[config.mk]
export PLATFORM = sky130hd
export DESIGN_NAME = stopwatch_bcd_counter
export DESIGN_NICKNAME = d
export VERILOG_FILES = /design/src/rtl/stopwatch_pkg.sv /design/src/rtl/bcd_digit_cnt.sv /design/src/rtl/stopwatch_bcd_counter.sv
export SDC_FILE = /design/constraint.sdc
export NUM_CORES = 1
export LEC_CHECK = 0
export ABC_CLOCK_PERIOD_IN_PS = 2900
export BUFFER_PORTS_ARGS = -buffer_cell sky130_fd_sc_hd__buf_2
export CAP_MARGIN = 20
export CELL_PAD_IN_SITES_DETAIL_PLACEMENT = 2
export CELL_PAD_IN_SITES_GLOBAL_PLACEMENT = 2
export CORE_MARGIN = 2
export CORE_UTILIZATION = 38
export CTS_BUF_LIST = sky130_fd_sc_hd__clkbuf_2
export DETAILED_ROUTE_END_ITERATION = 8
export PLACE_DENSITY_LB_ADDON = 0.1
export SLEW_MARGIN = 20
export SYNTH_ARGS = -nofsm -noshare
export SYNTH_HDL_FRONTEND = slang
export SYNTH_SLANG_ARGS = --single-unit
[constraint.sdc]
create_clock -name i_clk -period 2.9 [get_ports i_clk]
set_input_delay 0.58 -clock i_clk [delete_from_list [all_inputs] [get_ports i_clk]]
set_output_delay 0.58 -clock i_clk [all_outputs]
set_load 0.03 [all_outputs]
[src/rtl/stopwatch_pkg.sv]
// Shared types and constants for the stopwatch time base.
// Digit limits and o_count nibble positions live here.
package stopwatch_pkg;

  typedef enum logic [1:0] {
    IDLE,
    RUN,
    LAP,
    PAUSE
  } state_t;

  localparam logic [3:0] HUND_ONES_MAX = 4'd9;
  localparam logic [3:0] HUND_TENS_MAX = 4'd9;
  localparam logic [3:0] SEC_ONES_MAX  = 4'd9;
  localparam logic [3:0] SEC_TENS_MAX  = 4'd5;
  localparam logic [3:0] MIN_ONES_MAX  = 4'd9;
  localparam logic [3:0] MIN_TENS_MAX  = 4'd9;

  localparam int HO_LSB = 0;
  localparam int HT_LSB = 4;
  localparam int SO_LSB = 8;
  localparam int ST_LSB = 12;
  localparam int MO_LSB = 16;
  localparam int MT_LSB = 20;

endpackage

[src/rtl/bcd_digit_cnt.sv]
// One BCD digit with a programmable wrap limit.
// carry is combinational so six digits ripple within one tick.
module bcd_digit_cnt #(
  parameter logic [3:0] MAX = 4'd9
) (
  input  logic       clk,
  input  logic       rst,
  input  logic       clr,
  input  logic       inc,
  output logic [3:0] digit,
  output logic       carry
);

  assign carry = inc && (digit == MAX);

  always_ff @(posedge clk) begin
    if (rst || clr) begin
      digit <= '0;
    end else if (inc) begin
      digit <= carry ? 4'd0 : digit + 4'd1;
    end
  end

endmodule

[src/rtl/stopwatch_bcd_counter.sv]
// Stopwatch control: 100 Hz prescaler, MM:SS:hh BCD count,
// start/stop, lap-freeze and clear.
module stopwatch_bcd_counter
  import stopwatch_pkg::*;
#(
  parameter int CLK_HZ  = 100_000_000,
  parameter int TICK_HZ = 100
) (
  input  logic        i_clk,
  input  logic        i_rst,
  input  logic        i_start_stop,
  input  logic        i_lap,
  input  logic        i_clear,
  output logic [23:0] o_count,
  output logic        o_running,
  output logic        o_lap_active,
  output logic        o_rollover
);

  localparam int DIV = CLK_HZ / TICK_HZ;
  localparam int PW  = (DIV > 1) ? $clog2(DIV) : 1;
  localparam logic [PW-1:0] PMAX = PW'(DIV - 1);

  if (DIV < 2) begin : g_div_chk
    $error("stopwatch_bcd_counter: DIV must be >= 2");
  end

  state_t         state_q;
  state_t         state_d;
  logic [PW-1:0]  presc;
  logic [23:0]    live_cnt;
  logic [23:0]    lap_cnt;
  logic [6:0]     c;
  logic           counting;
  logic           tick;
  logic           take_lap;
  logic           do_clr;

  always_ff @(posedge i_clk) begin
    if (i_rst) state_q <= IDLE;
    else       state_q <= state_d;
  end

  // Higher-priority event wins only if it is legal in this state.
  always_comb begin
    state_d = state_q;
    unique case (state_q)
      IDLE: begin
        if (i_start_stop) state_d = RUN;
      end
      RUN: begin
        if (i_start_stop) state_d = PAUSE;
        else if (i_lap)   state_d = LAP;
      end
      LAP: begin
        if (i_start_stop) state_d = PAUSE;
        else if (i_lap)   state_d = RUN;
      end
      PAUSE: begin
        if (i_clear)           state_d = IDLE;
        else if (i_start_stop) state_d = RUN;
      end
      default: state_d = IDLE;
    endcase
  end

  always_comb begin
    o_running    = 1'b0;
    o_lap_active = 1'b0;
    unique case (state_q)
      RUN:     o_running = 1'b1;
      LAP: begin
        o_running    = 1'b1;
        o_lap_active = 1'b1;
      end
      default: ;
    endcase
  end

  assign counting = (state_q == RUN) || (state_q == LAP);
  assign tick     = counting && (presc == PMAX);
  assign take_lap = (state_q == RUN) && (state_d == LAP);
  assign do_clr   = (state_q == PAUSE) && (state_d == IDLE);

  always_ff @(posedge i_clk) begin
    if (i_rst || do_clr) begin
      presc <= '0;
    end else if (counting) begin
      presc <= tick ? '0 : presc + PW'(1);
    end
  end

  assign c[0] = tick;

  bcd_digit_cnt #(.MAX(HUND_ONES_MAX)) u_hund_ones (
    .clk(i_clk), .rst(i_rst), .clr(do_clr), .inc(c[0]),
    .digit(live_cnt[HO_LSB +: 4]), .carry(c[1])
  );

  bcd_digit_cnt #(.MAX(HUND_TENS_MAX)) u_hund_tens (
    .clk(i_clk), .rst(i_rst), .clr(do_clr), .inc(c[1]),
    .digit(live_cnt[HT_LSB +: 4]), .carry(c[2])
  );

  bcd_digit_cnt #(.MAX(SEC_ONES_MAX)) u_sec_ones (
    .clk(i_clk), .rst(i_rst), .clr(do_clr), .inc(c[2]),
    .digit(live_cnt[SO_LSB +: 4]), .carry(c[3])
  );

  bcd_digit_cnt #(.MAX(SEC_TENS_MAX)) u_sec_tens (
    .clk(i_clk), .rst(i_rst), .clr(do_clr), .inc(c[3]),
    .digit(live_cnt[ST_LSB +: 4]), .carry(c[4])
  );

  bcd_digit_cnt #(.MAX(MIN_ONES_MAX)) u_min_ones (
    .clk(i_clk), .rst(i_rst), .clr(do_clr), .inc(c[4]),
    .digit(live_cnt[MO_LSB +: 4]), .carry(c[5])
  );

  bcd_digit_cnt #(.MAX(MIN_TENS_MAX)) u_min_tens (
    .clk(i_clk), .rst(i_rst), .clr(do_clr), .inc(c[5]),
    .digit(live_cnt[MT_LSB +: 4]), .carry(c[6])
  );

  always_ff @(posedge i_clk) begin
    if (i_rst) begin
      lap_cnt    <= '0;
      o_rollover <= 1'b0;
    end else begin
      if (take_lap) lap_cnt <= live_cnt;
      o_rollover <= c[6];
    end
  end

  assign o_count = (state_q == LAP) ? lap_cnt : live_cnt;

endmodule

* Word level (Yosys, flattened, before mapping)
Index checks and enable logic that the tools add are counted.
** Storage, ports and cells
- Output and inout bits :: 27
- Word-level logic and storage cells :: 59
- Input bits :: 5
- Register bits after elaboration :: 71
** Cells by class
- Multiplexer cells :: 17
- $add $sub $neg :: 7
- Eq/ne operators :: 11
- Reduce and logical (&&, ||, !) cells :: 14
** Operator list (count)
- $add 4x1->4 const B :: 6
- $mux 24 :: 1
- $mux 4 :: 6
- $add 20x1->20 const B :: 1
- $eq 20x20->1 const B :: 1
- $eq 4x4->1 const B :: 5
- $mux 20 :: 1
- $mux 2 :: 6
- $logic_and 1x1->1 :: 9
- $pmux 2 s4 :: 1
- $eq 2x2->1 const B :: 3
- $eq 4x3->1 const B :: 1
- $logic_not 2->1 :: 2
- $eq 2x1->1 const B :: 1
- $logic_or 1x1->1 :: 2
- $mux 1 :: 2
- $reduce_or 2->1 :: 1

* Depth between registers and ports, before layout
- Depth in word-level cells :: 10
- Gate-level depth with buffers :: 10
- Mapped depth without buffers :: 7

* By module
A second synthesis with hierarchy kept.
** Unflattened totals
- Cell total of the unflattened synthesis :: 376
- Area, all modules :: 3538.4 sq um
** By module, submodules not included
- stopwatch_bcd_counter :: cells an instance 238, area an instance 2329.7 sq um, times used 1
- bcd_digit_cnt :: cells an instance 23, area an instance 201.4 sq um, times used 6

* Worst setup path before layout
Ideal clock, no wire load.
- Path kind :: register to register
- Start point :: register state_q[0]
- End point :: register u_min_ones.digit[3]
- Stages on the path, launching flop included :: 9
- Arrival :: 2.378 ns
- Library setup time :: 0.086 ns
- Path slack :: 0.436 ns
- Period minus slack after synthesis :: 2.464 ns
- Buffers on the path :: 1
- Cells stage by stage :: dfxtp_1 inv_1 ha_1 and4_1 and4_1 buf_2 nand4_1 or3_1 a211oi_1
** On the way
- Word-level cells in the longest chain between the ends :: 9
- Elaborated cells on any way between the ends :: 22
** RTL lines
- start: declaration :: line stopwatch_bcd_counter.sv:28 : state_t state_q;
- start signal: assignment :: line stopwatch_bcd_counter.sv:41 : else state_q <= state_d;
- $eq 2x1->1 or $eq 2x2->1 (tied branches) :: line stopwatch_bcd_counter.sv:47, stopwatch_bcd_counter.sv:80
- $logic_or 1x1->1 :: line stopwatch_bcd_counter.sv:80 : assign counting = (state_q == RUN) || (state_q == LAP);
- $logic_and 1x1->1 :: line stopwatch_bcd_counter.sv:81 : assign tick = counting && (presc == PMAX);
- $logic_and 1x1->1 (5 in a row) :: line bcd_digit_cnt.sv:14 : assign carry = inc && (digit == MAX);
- $mux 4 :: line bcd_digit_cnt.sv:20 : digit <= carry ? 4'd0 : digit + 4'd1;
- end signal: assignment :: line bcd_digit_cnt.sv:20
- end: declaration :: line bcd_digit_cnt.sv:10 : output logic [3:0] digit,
Several ways; a longest one is shown, not always the timed one.
A chain may end at the register's enable or synchronous reset.

* Final worst setup path
- Start point :: register state_q[0]
- End point :: output port o_count[16]
** On the way
- Word-level cells in the longest chain between the ends :: 2
** RTL lines
- $eq 2x2->1 :: line stopwatch_bcd_counter.sv:135 : assign o_count = (state_q == LAP) ? lap_cnt : live_cnt;
- $mux 24 :: line stopwatch_bcd_counter.sv:135
- end: declaration :: line stopwatch_bcd_counter.sv:14 : output logic [23:0] o_count,
Every way passes these cells.

==> key figures <==
Yosys
  • Most numerous cell in the Yosys netlist: dfxtp_1
  • #FFs+latches synth: 71
  • Yosys Warn Count: 0
  • Synth top area cells: dfxtp_1 40%, mux2i_1 7.0%, ha_1 6.0%
  • Synth area leader: dfxtp_1
  • Primary FF master, synth: dfxtp_1
  • Number of synthesized flops with an enable pin: 0
  • Register area share after synthesis: 39.78%
  • Syn Inst Count: 399
  • Synth cell count leaders: 71 x dfxtp_1, 41 x nor2_1, 28 x nand2_1
  • Yosys top cell area share: 39.78%
  • Net count of the mapped netlist: 421
  • Post-Syn Area per Cell: 8.956 µm²
  • Async S/R FF share, synth: 0%
  • Netlist cell types: 44
  • Syn Std Cell Area: 3573 µm²

Route
  • Via count: 2998
  • Residual DRC: 0
  • Total wire length: 9409 µm
  • DR WL/cell: 17.14 µm
  • Pre-antenna DRT Iters: 4
  • Antenna Nets Post-Route: 0
  • Drt via density: 5.461
  • DRT iter0 DRCs: 66

Critical path
  • Crit-path slowest cell: dfxtp_1
  • Worst Setup End Kind: output port
  • Reg2reg path depth: 7
  • Slowest cell delay on critical path: 0.39 ns
  • R2R Setup Slk: 0.45 ns
  • RR Endpoint: u_min_tens.digit[2]
  • RR Startpoint: state_q[0]
  • Startpoint types: register
  • Critical Path AT: 2.13 ns
  • Crit-path max FO: 33
  • Worst path cell trace: inv_1 > ha_1 > buf_8 > mux2_2 > buf_2
  • Critical path required time: 2.32 ns
  • Kind of critical path: reg2out

CTS
  • Clock root buffer: clkbuf_2
  • Post-CTS Hold Fix Bufs: 0
  • Longest Clk Path Bufs: 2
  • # Post-CTS Setup Buffers: 0
  • Clock Pin Slew Worst Setup and Hold Paths: 0.20 ns
  • H-tree depth: 3
  • Num CTS Buffers: 9
  • Clk sinks: 71
  • CTS tree: done
  • Worst-Skew Late Latency: 0.50 ns

Global route
  • First-pass GRT wire length: 15970 µm
  • Largest net degree at the start of global routing: 45
  • Number of global-route vias before repair: 3227
  • GRT Overall Usage: 19.67%
  • GRT overflow: 0
  • Initial antenna violation count: 0

Placed design
  • HPWL Detailed: 6679 µm
  • PortBufs: 31
  • Final GP Congestion: 0.7652
  • Post-Place Worst Slack: 0.3359 ns

STA
  • Tcrit/Tclk final: 93.43%
  • Minimum clock period: 2.709 ns
  • Final Max Tran Viols: 0
  • Final WS setup: 0.1905 ns
  • # setup viols final: 0
  • Worst Tran Pin Value: 0.5082 ns
  • Unrepaired setup endpoints after global routing: false
  • Slew headroom: 65.81%
  • Skew final: 0.02618 ns
  • Hold Fails Final Rpt: 0
  • Post-route setup TNS: 0 ns
  • Max Fclk: 369.1 MHz

Hold path
  • Hold path endpoint: lap_cnt[5]
  • Hold depth: 2
  • Hold WC Path Type: reg2reg
  • Hold_sp: lap_cnt[5]

Cells and area
  • Fraction of final layout cells with drive strength greater than 1: 18.04%
  • Area of the multi-input gates: 2042 µm²
  • Diode count: 0
  • Sequential cell area: 1421 µm²
  • Layout area overhead: 12.08%
  • Filler instances: 1037
  • Fin nets: 455

Power
  • Worst vdd ir: 0.2367 mV
  • Cell area power density: 410.3 nW/µm²
  • Leakage: 0.001755 µW
  • Pwr Total: 1643 µW

Die
  • DIE AREA: 10190 µm²
  • Die Height: 101.0 µm
  • Core Region: 9196 µm²
  • Chip width: 101.0 µm
  • Num rows: 35
  • Io pins: 32
  • Initial Util: 38.86%

Status
  • Status: finished clean

Flow run
  • Max-Cap Viols: 0
sequential cells by signal, indices dropped and copies added (netlist names):
name               flops
u_sec_tens.digit       4
u_hund_ones.digit      4
u_min_tens.digit       4
o_rollover             1
presc                 20
u_sec_ones.digit       4
u_min_ones.digit       4
u_hund_tens.digit      4
lap_cnt               24
state_q                2
metrics by stage:
step	hold slack (ns)	utilization [%]	std cells	cell area [µm²]
6_report	0.5237	43.55	549	4005
3_5_place_dp	0.4886	42.24	533	3885
3_3_place_gp	0.4685	42.24	533	3885
4_1_cts	0.5284	43.46	549	3996
5_1_grt	0.5459	43.55	549	4005
2_1_floorplan	0.4580	-	399	3573
critical path: cells and delay by family, from the launching register on:
kind,cells,cell delay [ns]
buf+inv,3,0.55
flops,1,0.39
mux,1,0.37
fa+ha+maj,1,0.30
cells in the final DEF (no fill, tap or decap), types with 2 or more instances in the layout:
| master | Yosys | routed |
|---|---|---|
| xnor2_1 | 3 | 3 |
| nor4b_1 | 2 | 2 |
| mux2i_1 | 25 | 25 |
| and4_1 | 7 | 6 |
| or3_1 | 11 | 11 |
| nor2b_1 | 2 | 2 |
| clkinv_2 | 0 | 3 |
| o21ai_0 | 15 | 15 |
| a21boi_0 | 2 | 2 |
| and3_1 | 8 | 8 |
| nand2b_1 | 3 | 3 |
| and3b_1 | 2 | 2 |
| mux2_2 | 16 | 16 |
| xor2_1 | 20 | 20 |
| ha_1 | 17 | 17 |
| nor4_1 | 3 | 3 |
| dfxtp_1 | 71 | 71 |
| inv_1 | 11 | 11 |
| o21ba_2 | 2 | 2 |
| nand2_1 | 28 | 28 |
| nand3_1 | 16 | 16 |
| nand4_1 | 10 | 10 |
| a21oi_1 | 17 | 17 |
| or4_1 | 2 | 2 |
| nor2_1 | 41 | 41 |
| buf_2 | 2 | 31 |
| buf_4 | 0 | 8 |
| nor3_1 | 17 | 17 |
| clkbuf_2 | 0 | 10 |
| and2_1 | 8 | 8 |
| a2111oi_0 | 2 | 2 |
| and4b_1 | 2 | 2 |
| nand3b_1 | 4 | 4 |
| a31oi_1 | 3 | 3 |
worst max-delay path by stage:
stage          startpoint                   to  slack (ns)  cells past startpoint
4_1_cts        state_q[0]          o_count[16]        0.02                      5
6_report       state_q[0]          o_count[16]        0.19                      5
3_3_place_gp   state_q[0]  u_sec_tens.digit[3]        0.43                      7
5_1_grt        state_q[0]           o_count[6]        0.03                      5
2_1_floorplan  state_q[0]  u_min_ones.digit[3]        0.44                      8
3_5_place_dp   state_q[0]  u_min_tens.digit[3]        0.34                      7
cell type report:
class / count / share of cell area [%]
Multi-Input combinational cell: 299 / 50.98
Inverter: 11 / 1.031
Clock buffer: 10 / 1.250
Clock inverter: 6 / 1.531
Tap cell: 111 / 3.468
Timing Repair Buffer: 41 / 6.248
Sequential cell: 71 / 35.49
per-layer routing:
layer | routed length (µm) | up-vias | GRT usage, %
met2 | 4966 | 27 | 36.00
li1 | - | 1481 | -
met1 | 4187 | 1480 | 23.57
met3 | 174 | 10 | 3.537
met5 | 0 | - | 0
met4 | 81 | 0 | 5.198
cell families after synthesis:
family / count (synthesis) / synth area share (%)
AOI/OAI and AO/OA: 48 / 7.984
xor gates and xnor gates: 23 / 5.637
adders and majority gates: 17 / 5.952
buffers and inverters: 29 / 3.116
DFF: 71 / 39.78
muxes: 41 / 12.04
and+or+nand+nor: 170 / 25.49
where the power goes:
part | leakage (µW) | switching, µW | internal, µW
Sequential | 0.000572 | 6.48 | 982
Clock | 0.0000717 | 364 | 200
Combinational | 0.00111 | 57.4 | 33.2
what timing repair did:
item                                    CTS  global route
hold endpoints to repair                  0             0
endpoints found under the setup margin    0            18
gates resized for setup                   0             3
No activity file was read; power rests on OpenSTA's default activity.
